[config.mk]
export PLATFORM = sky130hd
export DESIGN_NAME = multi_edge_detect_flat
export DESIGN_NICKNAME = d
export VERILOG_FILES = /design/src/rtl/edge_detect_pkg.sv /design/src/rtl/multi_edge_detect_if.sv /design/src/rtl/edge_chan.sv /design/src/rtl/multi_edge_detect.sv /design/src/flat_wrapper.sv
export SDC_FILE = /design/constraint.sdc
export NUM_CORES = 1
export LEC_CHECK = 0
export BUFFER_PORTS_ARGS = -buffer_cell sky130_fd_sc_hd__buf_2
export CORE_UTILIZATION = 45
export DETAILED_ROUTE_END_ITERATION = 6
export PLACE_DENSITY = 0.79
export SLEW_MARGIN = 5
export SYNTH_ARGS = -nofsm -noshare
export SYNTH_HDL_FRONTEND = slang
export SYNTH_SLANG_ARGS = --single-unit
[constraint.sdc]
create_clock -name clk -period 1.15 [get_ports clk]
set_input_delay 0.23 -clock clk [delete_from_list [all_inputs] [get_ports clk]]
set_output_delay 0.23 -clock clk [all_outputs]
set_load 0.05 [all_outputs]
[src/rtl/edge_detect_pkg.sv]
// rtl/edge_detect_pkg.sv - shared types, constants and helpers for the multi-channel edge detector
//
// Purpose : edge_mode_t encoding, mode width, default filter length,
//           debounce counter width helper and the edge qualification rule.
// Ports   : none (package).

package edge_detect_pkg;

  typedef enum logic [1:0] {
    OFF  = 2'b00,
    RISE = 2'b01,
    FALL = 2'b10,
    BOTH = 2'b11
  } edge_mode_t;

  localparam int MODE_W         = 2;
  localparam int DEF_FILTER_LEN = 3;

  // Debounce counter must hold values 0..FILTER_LEN-1; the +1 keeps
  // FILTER_LEN=1 at a legal 1-bit width.
  function automatic int dbc_width(input int filter_len);
    return $clog2(filter_len + 1);
  endfunction

  // True when an accepted level change to new_level is reportable in mode m.
  function automatic logic qualify(input edge_mode_t m, input logic new_level);
    if (new_level) begin
      return (m == RISE) || (m == BOTH);
    end
    return (m == FALL) || (m == BOTH);
  endfunction

endpackage

[src/rtl/multi_edge_detect_if.sv]
// rtl/multi_edge_detect_if.sv - signal bundle between pad-side driver and the edge detector
//
// Purpose : groups the per-channel line/mode/clear inputs and the level/edge/flag
//           (and optional count) outputs of multi_edge_detect.
// Signals : line_i [NCH]      raw asynchronous lines
//           mode_i [2*NCH]    per-channel edge_mode_t
//           clr_i  [NCH]      sticky flag / counter clear
//           level_o [NCH]     filtered level
//           edge_o  [NCH]     one-cycle qualified edge pulse
//           any_edge_o        OR of edge_o
//           flag_o  [NCH]     sticky edge flag
//           cnt_o [CNT_W*NCH] saturating edge counts (EDGE_DETECT_CNT_EN only)
// Modports: master drives the inputs (pad side / bench), slave is the detector.

interface multi_edge_detect_if #(
  parameter int NCH   = 4,
  parameter int CNT_W = 8
);

  logic [NCH-1:0]   line_i;
  logic [2*NCH-1:0] mode_i;
  logic [NCH-1:0]   clr_i;
  logic [NCH-1:0]   level_o;
  logic [NCH-1:0]   edge_o;
  logic             any_edge_o;
  logic [NCH-1:0]   flag_o;
`ifdef EDGE_DETECT_CNT_EN
  logic [CNT_W*NCH-1:0] cnt_o;
`endif

  modport master (
    output line_i, mode_i, clr_i,
    input  level_o, edge_o, any_edge_o, flag_o
`ifdef EDGE_DETECT_CNT_EN
    , input cnt_o
`endif
  );

  modport slave (
    input  line_i, mode_i, clr_i,
    output level_o, edge_o, any_edge_o, flag_o
`ifdef EDGE_DETECT_CNT_EN
    , output cnt_o
`endif
  );

endinterface

[src/rtl/edge_chan.sv]
// rtl/edge_chan.sv - one edge detector channel: sync, debounce, qualify, sticky flag, optional count
//
// Purpose : synchronises one raw line, accepts a level change only after
//           FILTER_LEN consecutive differing samples, and reports the change
//           as a one-cycle pulse when the channel mode asks for that polarity.
// Ports   : clk, rst        clock, synchronous active-high reset
//           line            raw asynchronous line
//           mode            edge_mode_t, sampled only on an accepted change
//           clr             sticky flag (and counter) clear; a same-cycle edge wins
//           level           filtered level
//           edge_pulse      registered qualified edge
//           edge_nxt        value edge_pulse takes at the next clk edge
//           flag            sticky edge flag
//           cnt             saturating edge count (EDGE_DETECT_CNT_EN only)
// Config  : EDGE_DETECT_CNT_EN adds the CNT_W parameter, the counter and cnt.

module edge_chan
  import edge_detect_pkg::*;
#(
  parameter int   SYNC_STAGES = 2,
  parameter int   FILTER_LEN  = DEF_FILTER_LEN,
  parameter logic IDLE_BIT    = 1'b1
`ifdef EDGE_DETECT_CNT_EN
  , parameter int CNT_W       = 8
`endif
) (
  input  logic       clk,
  input  logic       rst,
  input  logic       line,
  input  edge_mode_t mode,
  input  logic       clr,
  output logic       level,
  output logic       edge_pulse,
  output logic       edge_nxt,
  output logic       flag
`ifdef EDGE_DETECT_CNT_EN
  , output logic [CNT_W-1:0] cnt
`endif
);

  localparam int DBW = dbc_width(FILTER_LEN);
  localparam logic [DBW-1:0] DBC_LAST = DBW'(FILTER_LEN - 1);

  logic [SYNC_STAGES-1:0] sync_q;
  logic [DBW-1:0]         dbc_q;
  logic                   level_q;
  logic                   edge_q;
  logic                   flag_q;

  logic s;
  logic differ;
  logic update;

  assign s      = sync_q[SYNC_STAGES-1];
  assign differ = (s != level_q);
  // The FILTER_LEN-th consecutive differing sample commits the new level.
  assign update = differ && (dbc_q == DBC_LAST);

  always_comb begin
    edge_nxt = 1'b0;
    if (update) begin
      edge_nxt = qualify(mode, s);
    end
  end

  always_ff @(posedge clk) begin
    if (rst) begin
      sync_q  <= {SYNC_STAGES{IDLE_BIT}};
      dbc_q   <= '0;
      level_q <= IDLE_BIT;
      edge_q  <= 1'b0;
      flag_q  <= 1'b0;
    end else begin
      sync_q[0] <= line;
      for (int k = 1; k < SYNC_STAGES; k++) begin
        sync_q[k] <= sync_q[k-1];
      end

      // Any sample agreeing with the current level restarts the debounce.
      if (!differ) begin
        dbc_q <= '0;
      end else if (update) begin
        dbc_q   <= '0;
        level_q <= s;
      end else begin
        dbc_q <= dbc_q + 1'b1;
      end

      edge_q <= edge_nxt;
      // Set has priority over a simultaneous clear.
      flag_q <= edge_nxt | (flag_q & ~clr);
    end
  end

`ifdef EDGE_DETECT_CNT_EN
  logic [CNT_W-1:0] cnt_q;

  always_ff @(posedge clk) begin
    if (rst) begin
      cnt_q <= '0;
    end else if (clr) begin
      // Clear with a coincident edge leaves that edge counted.
      cnt_q <= edge_nxt ? CNT_W'(1) : '0;
    end else if (edge_nxt && (cnt_q != '1)) begin
      cnt_q <= cnt_q + 1'b1;
    end
  end

  assign cnt = cnt_q;
`endif

  assign level      = level_q;
  assign edge_pulse = edge_q;
  assign flag       = flag_q;

endmodule

[src/rtl/multi_edge_detect.sv]
// rtl/multi_edge_detect.sv - parametrised multi-channel synchronising, debouncing edge detector
//
// Purpose : NCH independent edge_chan instances between pad-level lines and the
//           decode/timer FSMs, plus a registered OR of all channel pulses.
// Ports   : clk   system clock
//           rst   synchronous active-high reset
//           bus   multi_edge_detect_if.slave (line_i, mode_i, clr_i in;
//                 level_o, edge_o, any_edge_o, flag_o, cnt_o out)
// Config  : EDGE_DETECT_CNT_EN enables per-channel saturating edge counters
//           and drives bus.cnt_o; without it there is no counter logic.

module multi_edge_detect
  import edge_detect_pkg::*;
#(
  parameter int             NCH         = 4,
  parameter int             SYNC_STAGES = 2,
  parameter int             FILTER_LEN  = DEF_FILTER_LEN,
  parameter logic [NCH-1:0] IDLE_VAL    = '1,
  parameter int             CNT_W       = 8
) (
  input logic                clk,
  input logic                rst,
  multi_edge_detect_if.slave bus
);

  if (NCH < 1 || SYNC_STAGES < 1 || FILTER_LEN < 1 || CNT_W < 1) begin : g_bad_cfg
    $error("multi_edge_detect: NCH, SYNC_STAGES, FILTER_LEN and CNT_W must all be >= 1");
  end

  logic [NCH-1:0] level_w;
  logic [NCH-1:0] edge_w;
  logic [NCH-1:0] edge_nxt_w;
  logic [NCH-1:0] flag_w;
  logic           any_edge_q;

  for (genvar i = 0; i < NCH; i++) begin : g_chan
`ifdef EDGE_DETECT_CNT_EN
    logic [CNT_W-1:0] cnt_w;
`endif

    edge_chan #(
      .SYNC_STAGES (SYNC_STAGES),
      .FILTER_LEN  (FILTER_LEN),
      .IDLE_BIT    (IDLE_VAL[i])
`ifdef EDGE_DETECT_CNT_EN
      , .CNT_W     (CNT_W)
`endif
    ) u_chan (
      .clk        (clk),
      .rst        (rst),
      .line       (bus.line_i[i]),
      .mode       (edge_mode_t'(bus.mode_i[MODE_W*i +: MODE_W])),
      .clr        (bus.clr_i[i]),
      .level      (level_w[i]),
      .edge_pulse (edge_w[i]),
      .edge_nxt   (edge_nxt_w[i]),
      .flag       (flag_w[i])
`ifdef EDGE_DETECT_CNT_EN
      , .cnt      (cnt_w)
`endif
    );

`ifdef EDGE_DETECT_CNT_EN
    assign bus.cnt_o[CNT_W*i +: CNT_W] = cnt_w;
`endif
  end

  // Registered from the channels' next-pulse values so it lines up with edge_o.
  always_ff @(posedge clk) begin
    if (rst) begin
      any_edge_q <= 1'b0;
    end else begin
      any_edge_q <= |edge_nxt_w;
    end
  end

  assign bus.level_o    = level_w;
  assign bus.edge_o     = edge_w;
  assign bus.any_edge_o = any_edge_q;
  assign bus.flag_o     = flag_w;

endmodule

[src/flat_wrapper.sv]
// flat-port wrapper written by rule: the top's interface ports become plain ports
module multi_edge_detect_flat import edge_detect_pkg::*;
#(
  parameter int             NCH         = 4,
  parameter int             SYNC_STAGES = 2,
  parameter int             FILTER_LEN  = DEF_FILTER_LEN,
  parameter logic [NCH-1:0] IDLE_VAL    = '1,
  parameter int             CNT_W       = 8
)
  (clk, rst, bus_line_i, bus_mode_i, bus_clr_i, bus_level_o, bus_edge_o, bus_any_edge_o, bus_flag_o);
  multi_edge_detect_if #(.NCH(NCH), .CNT_W(CNT_W)) bus_i ();
  input logic clk;
  input logic rst;
  input wire logic [$bits(bus_i.line_i)-1:0] bus_line_i;
  input wire logic [$bits(bus_i.mode_i)-1:0] bus_mode_i;
  input wire logic [$bits(bus_i.clr_i)-1:0] bus_clr_i;
  output wire logic [$bits(bus_i.level_o)-1:0] bus_level_o;
  output wire logic [$bits(bus_i.edge_o)-1:0] bus_edge_o;
  output wire logic [$bits(bus_i.any_edge_o)-1:0] bus_any_edge_o;
  output wire logic [$bits(bus_i.flag_o)-1:0] bus_flag_o;
  assign bus_i.line_i = bus_line_i;
  assign bus_i.mode_i = bus_mode_i;
  assign bus_i.clr_i = bus_clr_i;
  assign bus_level_o = bus_i.level_o;
  assign bus_edge_o = bus_i.edge_o;
  assign bus_any_edge_o = bus_i.any_edge_o;
  assign bus_flag_o = bus_i.flag_o;
  multi_edge_detect #(.NCH(NCH), .SYNC_STAGES(SYNC_STAGES), .FILTER_LEN(FILTER_LEN), .IDLE_VAL(IDLE_VAL), .CNT_W(CNT_W)) u_core (.clk(clk), .rst(rst), .bus(bus_i));
endmodule
* Yosys cells after proc, flatten, opt, wreduce, memory -nomap -nowiden
Index checks and enable logic that the tools add are counted.
** Operators by class
- $add $sub $neg :: 4
- Equality and inequality tests :: 20
- Muxes and demuxes :: 20
- Bitwise gates (word level) :: 16
- Reductions and logical operators :: 21
** Operators with widths (number)
- equality test 2 bit, second input constant :: 12
- two-way mux 1 bit :: 20
- OR reduction 3 bit :: 4
- adder 2 x 1 -> 2 bit, second input constant :: 4
- equality test 2 x 1 -> 1 bit, second input constant :: 4
- logical OR 1 bit :: 8
- NOT 1 bit :: 8
- AND reduction 2 bit :: 4
- bitwise AND 1 bit :: 4
- logical AND 1 bit :: 4
- != test 1 bit :: 4
- OR 1 bit :: 4
- OR reduction 4 bit :: 1
** Storage, ports and cells
- Register bits :: 29
- Bits of input ports :: 18
- Output and inout bits :: 13
- Logic and storage cells :: 102

* Depth between registers and ports, before layout
Gate-level depths: netlist of run 1.
- Depth in word-level cells :: 6
- Depth in mapped cells :: 5
- Mapped depth without buffers :: 5

* Cells and area by module
From an unflattened synthesis of run 1, not the netlist that was laid out.
** Second synthesis, totals
- Cell total of the unflattened synthesis :: 91
- Area, all modules :: 1011.0 sq um
** Modules (own cells, without submodules)
- edge_chan :: instances 4, cells each 22, area an instance 245.2 sq um, seq. area each 140.1 sq um
- multi_edge_detect :: instances 1, cells each 3, area an instance 30.0 sq um, seq. area each 20.0 sq um

* Worst setup path after synthesis of run 1
No wires, ideal clock.
- Kind :: reg2reg
- Start point :: register u_core.g_chan[1].u_chan.dbc_q[0]
- End point :: register u_core.any_edge_q (netlist: u_core.bus.any_edge_o)
- Setup time :: 142 ps
- Arrival :: 1039 ps
- Data required time :: 1008 ps
- Slack :: -31 ps
- Stages on the path, launching flop included :: 6
- Path buffers :: 0
- Clock period less this slack :: 1181 ps
- Path through :: dfxtp_1 -> inv_1 -> ha_1 -> and2_1 -> a32oi_1 -> a41oi_1
** On the way
- Cells in the longest elaborated chain, start to end :: 4
** Ends and longest elaborated chain
- start: declaration :: line edge_chan.sv:45 : logic [DBW-1:0] dbc_q;
- start signal: assignment :: line edge_chan.sv:86 : dbc_q <= dbc_q + 1'b1;
- equality test 2 bit :: line edge_chan.sv:57 : assign update = differ && (dbc_q == DBC_LAST);
- logical AND 1 bit :: line edge_chan.sv:57
- two-way mux 1 bit :: line edge_chan.sv:61 : if (update) begin
- OR reduction 4 bit :: line multi_edge_detect.sv:73 : any_edge_q <= |edge_nxt_w;
- end signal: assignment :: line multi_edge_detect.sv:73
- end: declaration :: line multi_edge_detect.sv:34 : logic any_edge_q;
Every way passes these cells.
A chain may end at the register's enable or synchronous reset.

* Final worst setup path of run 1
- Start point :: register u_core.g_chan[2].u_chan.dbc_q[0]
- End point :: register u_core.any_edge_q (netlist: u_core.bus.any_edge_o)
** On the way
- Cells in the longest elaborated chain, start to end :: 4
** Ends and longest elaborated chain (line)
- start: declaration :: edge_chan.sv:45
- start signal: assignment :: edge_chan.sv:86
- equality test 2 bit :: edge_chan.sv:57
- logical AND 1 bit :: edge_chan.sv:57
- two-way mux 1 bit :: edge_chan.sv:61
- OR reduction 4 bit :: multi_edge_detect.sv:73
Every way passes these cells.

==> results of run 1 <==
report_power, final:
part	switching, mW	internal, mW	total, mW
combinational	0.0388	0.0463	0.0852
clock	0.324	0.354	0.678
sequential	0.00932	1.02	1.03
final cells by class:
| type | instances | area share, % |
|---|---|---|
| inverter | 4 | 1.05 |
| timing repair buffer | 34 | 15.6 |
| multi-input combinational | 63 | 35.0 |
| clock buffer | 7 | 4.55 |
| tap | 28 | 2.45 |
| sequential | 29 | 41.0 |
| clock inverter | 1 | 0.350 |
flip-flops by register name, summed over array words and instances (netlist names):
register                         cells
u_core.g_chan.u_chan.edge_pulse      4
u_core.g_chan.u_chan.dbc_q           8
u_core.g_chan.u_chan.flag            4
u_core.g_chan.u_chan.level           4
u_core.bus.any_edge_o                1
u_core.g_chan.u_chan.sync_q          8
layer usage:
layer | vias up | track usage, % | part of all wire (%)
met2 | 27 | 24.7 | 48
met5 | - | 0 | 0
li1 | 401 | - | -
met4 | 0 | 9.46 | 1.8
met3 | 4 | 6.14 | 6.8
met1 | 360 | 14.8 | 43
final timing paths:
check        cells past startpoint                        startpoint                           endpoint
max                              5  u_core.g_chan[2].u_chan.dbc_q[0]              u_core.bus.any_edge_o
min                              2                     bus_line_i[2]  u_core.g_chan[2].u_chan.sync_q[0]
max reg2reg                      5  u_core.g_chan[2].u_chan.dbc_q[0]              u_core.bus.any_edge_o
min reg2reg                      1  u_core.g_chan[2].u_chan.dbc_q[0]   u_core.g_chan[2].u_chan.dbc_q[0]
stage by stage:
stage / hold slack [ps] / utilization [%] / cell area [um2]
2_1_floorplan: 329 / - / 1120
5_1_grt: 76.2 / 62.8 / 1430
3_5_place_dp: 393 / 53.9 / 1230
6_report: 102 / 62.8 / 1430
3_3_place_gp: 393 / 53.9 / 1230
4_1_cts: 85.9 / 59.4 / 1350
cells in the mapped netlist, drive strengths merged:
library cell / n
a211o: 4
a21oi: 4
a32oi: 2
a41oi: 1
and2: 2
and2b: 1
and3b: 4
buf: 13
clkbuf: 1
dfxtp: 29
ha: 4
inv: 4
nand2b: 4
nor2: 14
nor2b: 7
o21ai: 4
or2: 8
or3: 2
xnor2: 2
worst max-delay path, stage by stage, from the launching register on:
cell,delay [ps]
dfxtp_2,340
inv_2,40
ha_4,160
and2_4,140
a32oi_4,190
a41oi_2,120
timing repair:
action,4_1_cts,5_1_grt
pin swaps,6,3
setup endpoints to repair,13,16
gates resized for setup,18,16
setup buffers,1,1
logic make-up after synthesis:
| family | share of synthesized area, % |
|---|---|
| AOI/OAI and AO/OA | 9.38 |
| xor gates and xnor gates | 1.58 |
| adders and majority gates | 4.52 |
| buffers and inverters | 10.3 |
| DFF | 52.4 |
| and+or+nand+nor | 21.8 |
==> results.cfg, run 1 <==
[sta]
tns_ps = 0
slew_headroom_pct = 73.7
grt_setup_unrepaired = yes
fmax_ghz = 0.893
period_share_pct = 97.3
slew_viol_final = 0
setup_viol = 0
skew_ps = 11.2
fin_crit_ps = 1120
tightest_slew_ps = 395
finalWorstSetupSlack_ps = 30.7
finalHoldViolCount = 0

[cells_and_area]
regArea_um2 = 587
drive_above_1_share_pct = 52.2
nets = 159
nFillCells = 193
n_antenna_cell = 0
final_common_cell = dfxtp_1
instances_no_fill = 166
syn_to_final_growth_pct = 29.2
multi_input_area_um2 = 500
mostFrequentLayoutCells = dfxtp_1 (24), buf_2 (19), nor2_1 (14), clkbuf_4 (9), or2_2 (8)

[synthesis]
synth_top_area_cell = dfxtp_1
yosys_register_bits = 29
yosysSeqAreaShare_pct = 52.4
synthDistinctLibCells = 23
synth_top_area_share_pct = 52.4
ys_warn_count = 0
syn_nets = 132
syn_avg_cell_area_um2 = 10.1
syn_inst = 110
synth_area_um2 = 1110
netlist_top_cells_area = dfxtp_1 (52%), buf_4 (8.1%), nor2_1 (4.7%)

[global_routing]
grt_max_degree = 26
grt_pass1_vias = 710
grt_first_pass_wirelength_um = 2720
antenna_found_initial = 0
track_usage_pct = 14.7
overflow = 0

[placed_design]
dpl_worst_slack_ps = -66.0
gp_congestion = 0.704
dp_cells = 156
port_buffers = 30
hpwl_um = 1280

[routing]
wl_um = 1800
drc = 0
postRouteAntennaNets = 0
vias = 792
vias_per_cell = 4.77
drt_pass1_iterations = 4
wl_per_cell_um = 10.8
drtIter0Drc = 3

[floorplanning]
num_rows = 17
core_area_um2 = 2280
die_h_um = 51.6
dieArea_um2 = 2660
fp.dieW_um = 51.6
io_pins = 31
start_util_pct = 48.7

[clock_tree]
cts_sinks = 29
clockBufferDepth = 2
cts_buffers = 5
worstSkewPairLatency_ps = 310
root_buffer = clkbuf_4
h-tree-depth = 2
cts_tree = built
clk_pin_slew_worst_paths_ps = 90
holdBufCountCts = 0

[setup_path]
start_kind = register
rrSetupSlack_ps = 30
worstSetupPathType = register to register
cp_max_fo = 3
arrival_ps = 1310
crit_path_end_kind = register
cp_data_required_time_ps = 1340

[worst_hold_path]
hold_path_class = input port to register

[job]
max_cap_viol_count = 0

[power_and_ir_drop]
power_density_nw_per_um2 = 1250
report.power.total_mw = 1.79
vdd_drop_max_mv = 0.824
p_leak_nw = 0.605

[outcome]
outcome = complete, no violations
(Power assumes the default switching activity.)
==> inputs of run 2 (changes only) <==
--- a/config.mk
+++ b/config.mk
@@ -7,3 +7,3 @@
 export LEC_CHECK = 0
-export BUFFER_PORTS_ARGS = -buffer_cell sky130_fd_sc_hd__buf_2
+export BUFFER_PORTS_ARGS = -buffer_cell sky130_fd_sc_hd__buf_4
 export CORE_UTILIZATION = 45
==> constraint.sdc (replaced) <==
create_clock -name clk -period 1.15 [get_ports clk]
set_input_delay 0.0575 -clock clk [delete_from_list [all_inputs] [get_ports clk]]
set_output_delay 0.0575 -clock clk [all_outputs]
set_load 0.05 [all_outputs]
==> results.cfg, run 2 (synthesized netlist as in run 1, its figures left out) <==
[setup_path]
cp_data_required_time_ps = 1340
start_kind = register
arrival_ps = 1340
crit_path_end_kind = register
cp_max_fo = 3
worstSetupPathType = register to register

[placed_design]
place_area_um2 = 1300
dpl_worst_slack_ps = -84.5
gp_congestion = 0.712
port_buffers = 30

[floorplanning]
io_pins = 31
fp.dieW_um = 51.6
start_util_pct = 48.7
core_area_um2 = 2280
dieArea_um2 = 2660
die_h_um = 51.6
num_rows = 17

[clock_tree]
cts_tree = built
clockBufferDepth = 2
clk_pin_slew_worst_paths_ps = 80
root_buffer = clkbuf_4
h-tree-depth = 2
post_cts_buffers = 0
cts_buffers = 5
worstSkewPairLatency_ps = 310
cts_sinks = 29

[cells_and_area]
nFillCells = 182
regArea_um2 = 586
multi_input_area_um2 = 499
fin_area_um2 = 1480
syn_to_final_growth_pct = 33.7
mostFrequentLayoutCells = buf_4 (32), dfxtp_1 (25), nor2_1 (13), or2_2 (8), nor2b_1 (7)
utilization_pct = 65.0
nets = 162
n_antenna_cell = 0
drive_above_1_share_pct = 47.9
top_regs = u_core.g_chan.u_chan.dbc_q (8), u_core.g_chan.u_chan.sync_q (8)
final_common_cell = buf_4

[outcome]
outcome = complete, but fails checks
violations = setup timing

[global_routing]
antenna_found_initial = 0
track_usage_pct = 15.9
grt_first_pass_wirelength_um = 2970
overflow = 0
grt_max_degree = 26
grt_pass1_vias = 758

[sta]
tns_ps = -1.02
finalWorstSetupSlack_ps = -1.02
slew_viol_final = 0
skew_ps = 3.82
fmax_ghz = 0.869
hold_ws_ps = 8.64
finalHoldViolCount = 0
grt_setup_unrepaired = yes
setup_viol = 1
slew_headroom_pct = 80.7
period_share_pct = 100
fin_crit_ps = 1150
tightest_slew_ps = 289

[routing]
vias = 807
wl_um = 1950
drtIter0Drc = 9
drt_pass1_iterations = 4
postRouteAntennaNets = 0
wl_per_cell_um = 11.6
vias_per_cell = 4.80
drc = 0

[power_and_ir_drop]
power_density_nw_per_um2 = 1180
p_leak_nw = 0.614
vdd_drop_max_mv = 0.935

[worst_hold_path]
hold_path_class = input port to register

[job]
max_cap_viol_count = 0
## run 2: timing repair
item | CTS | global route
pin swaps | 6 | 6
resized for setup | 8 | 11
hold buffers | 5 | 0
hold endpoints to repair | 5 | 0
gates cloned | 0 | 0
setup endpoints to repair | 7 | 11
## run 2: per-layer routing
metal | routed length (um) | vias up | track usage (%)
met5 | 0 | - | 0
met4 | 57 | 0 | 10.4
met3 | 131 | 7 | 6.73
met2 | 955 | 34 | 27.9
met1 | 810 | 359 | 15.1
li1 | - | 407 | -
## run 2: layout make-up
cell class	count	share of cell area [%]
tap	28	2.37
sequential	29	39.6
multi-input combinational	63	33.7
clock buffer	7	3.72
timing repair buffer	37	19.6
inverter	4	1.01
## run 2: final timing paths
| path | start | to | slack (ps) | depth (start not counted) |
|---|---|---|---|---|
| max | u_core.g_chan[2].u_chan.dbc_q[0] | u_core.bus.any_edge_o | -1 | 5 |
| min | bus_clr_i[2] | u_core.g_chan[2].u_chan.flag | 9 | 3 |
| max reg2reg | u_core.g_chan[2].u_chan.dbc_q[0] | u_core.bus.any_edge_o | -1 | 5 |
| min reg2reg | u_core.g_chan[0].u_chan.dbc_q[0] | u_core.g_chan[0].u_chan.dbc_q[0] | 390 | 1 |
## run 2: stage by stage
step                instances  power [mW]
CTS                       168        1.76
floorplan                 110        1.10
global placement          156        1.14
detailed placement        156        1.15
global route              168        1.83
finish                    168        1.75
## run 2: worst max-delay path, cell delays in order, from the launching register on
cell and delay [ps]:
dfxtp_2 350, inv_2 50, ha_4 170, and2_4 140, a32oi_4 190, a41oi_2 120
## run 2: power breakdown
group / switching (mW) / internal [mW]
clock network: 0.311 / 0.288
logic: 0.0432 / 0.0723
registers: 0.0102 / 1.02
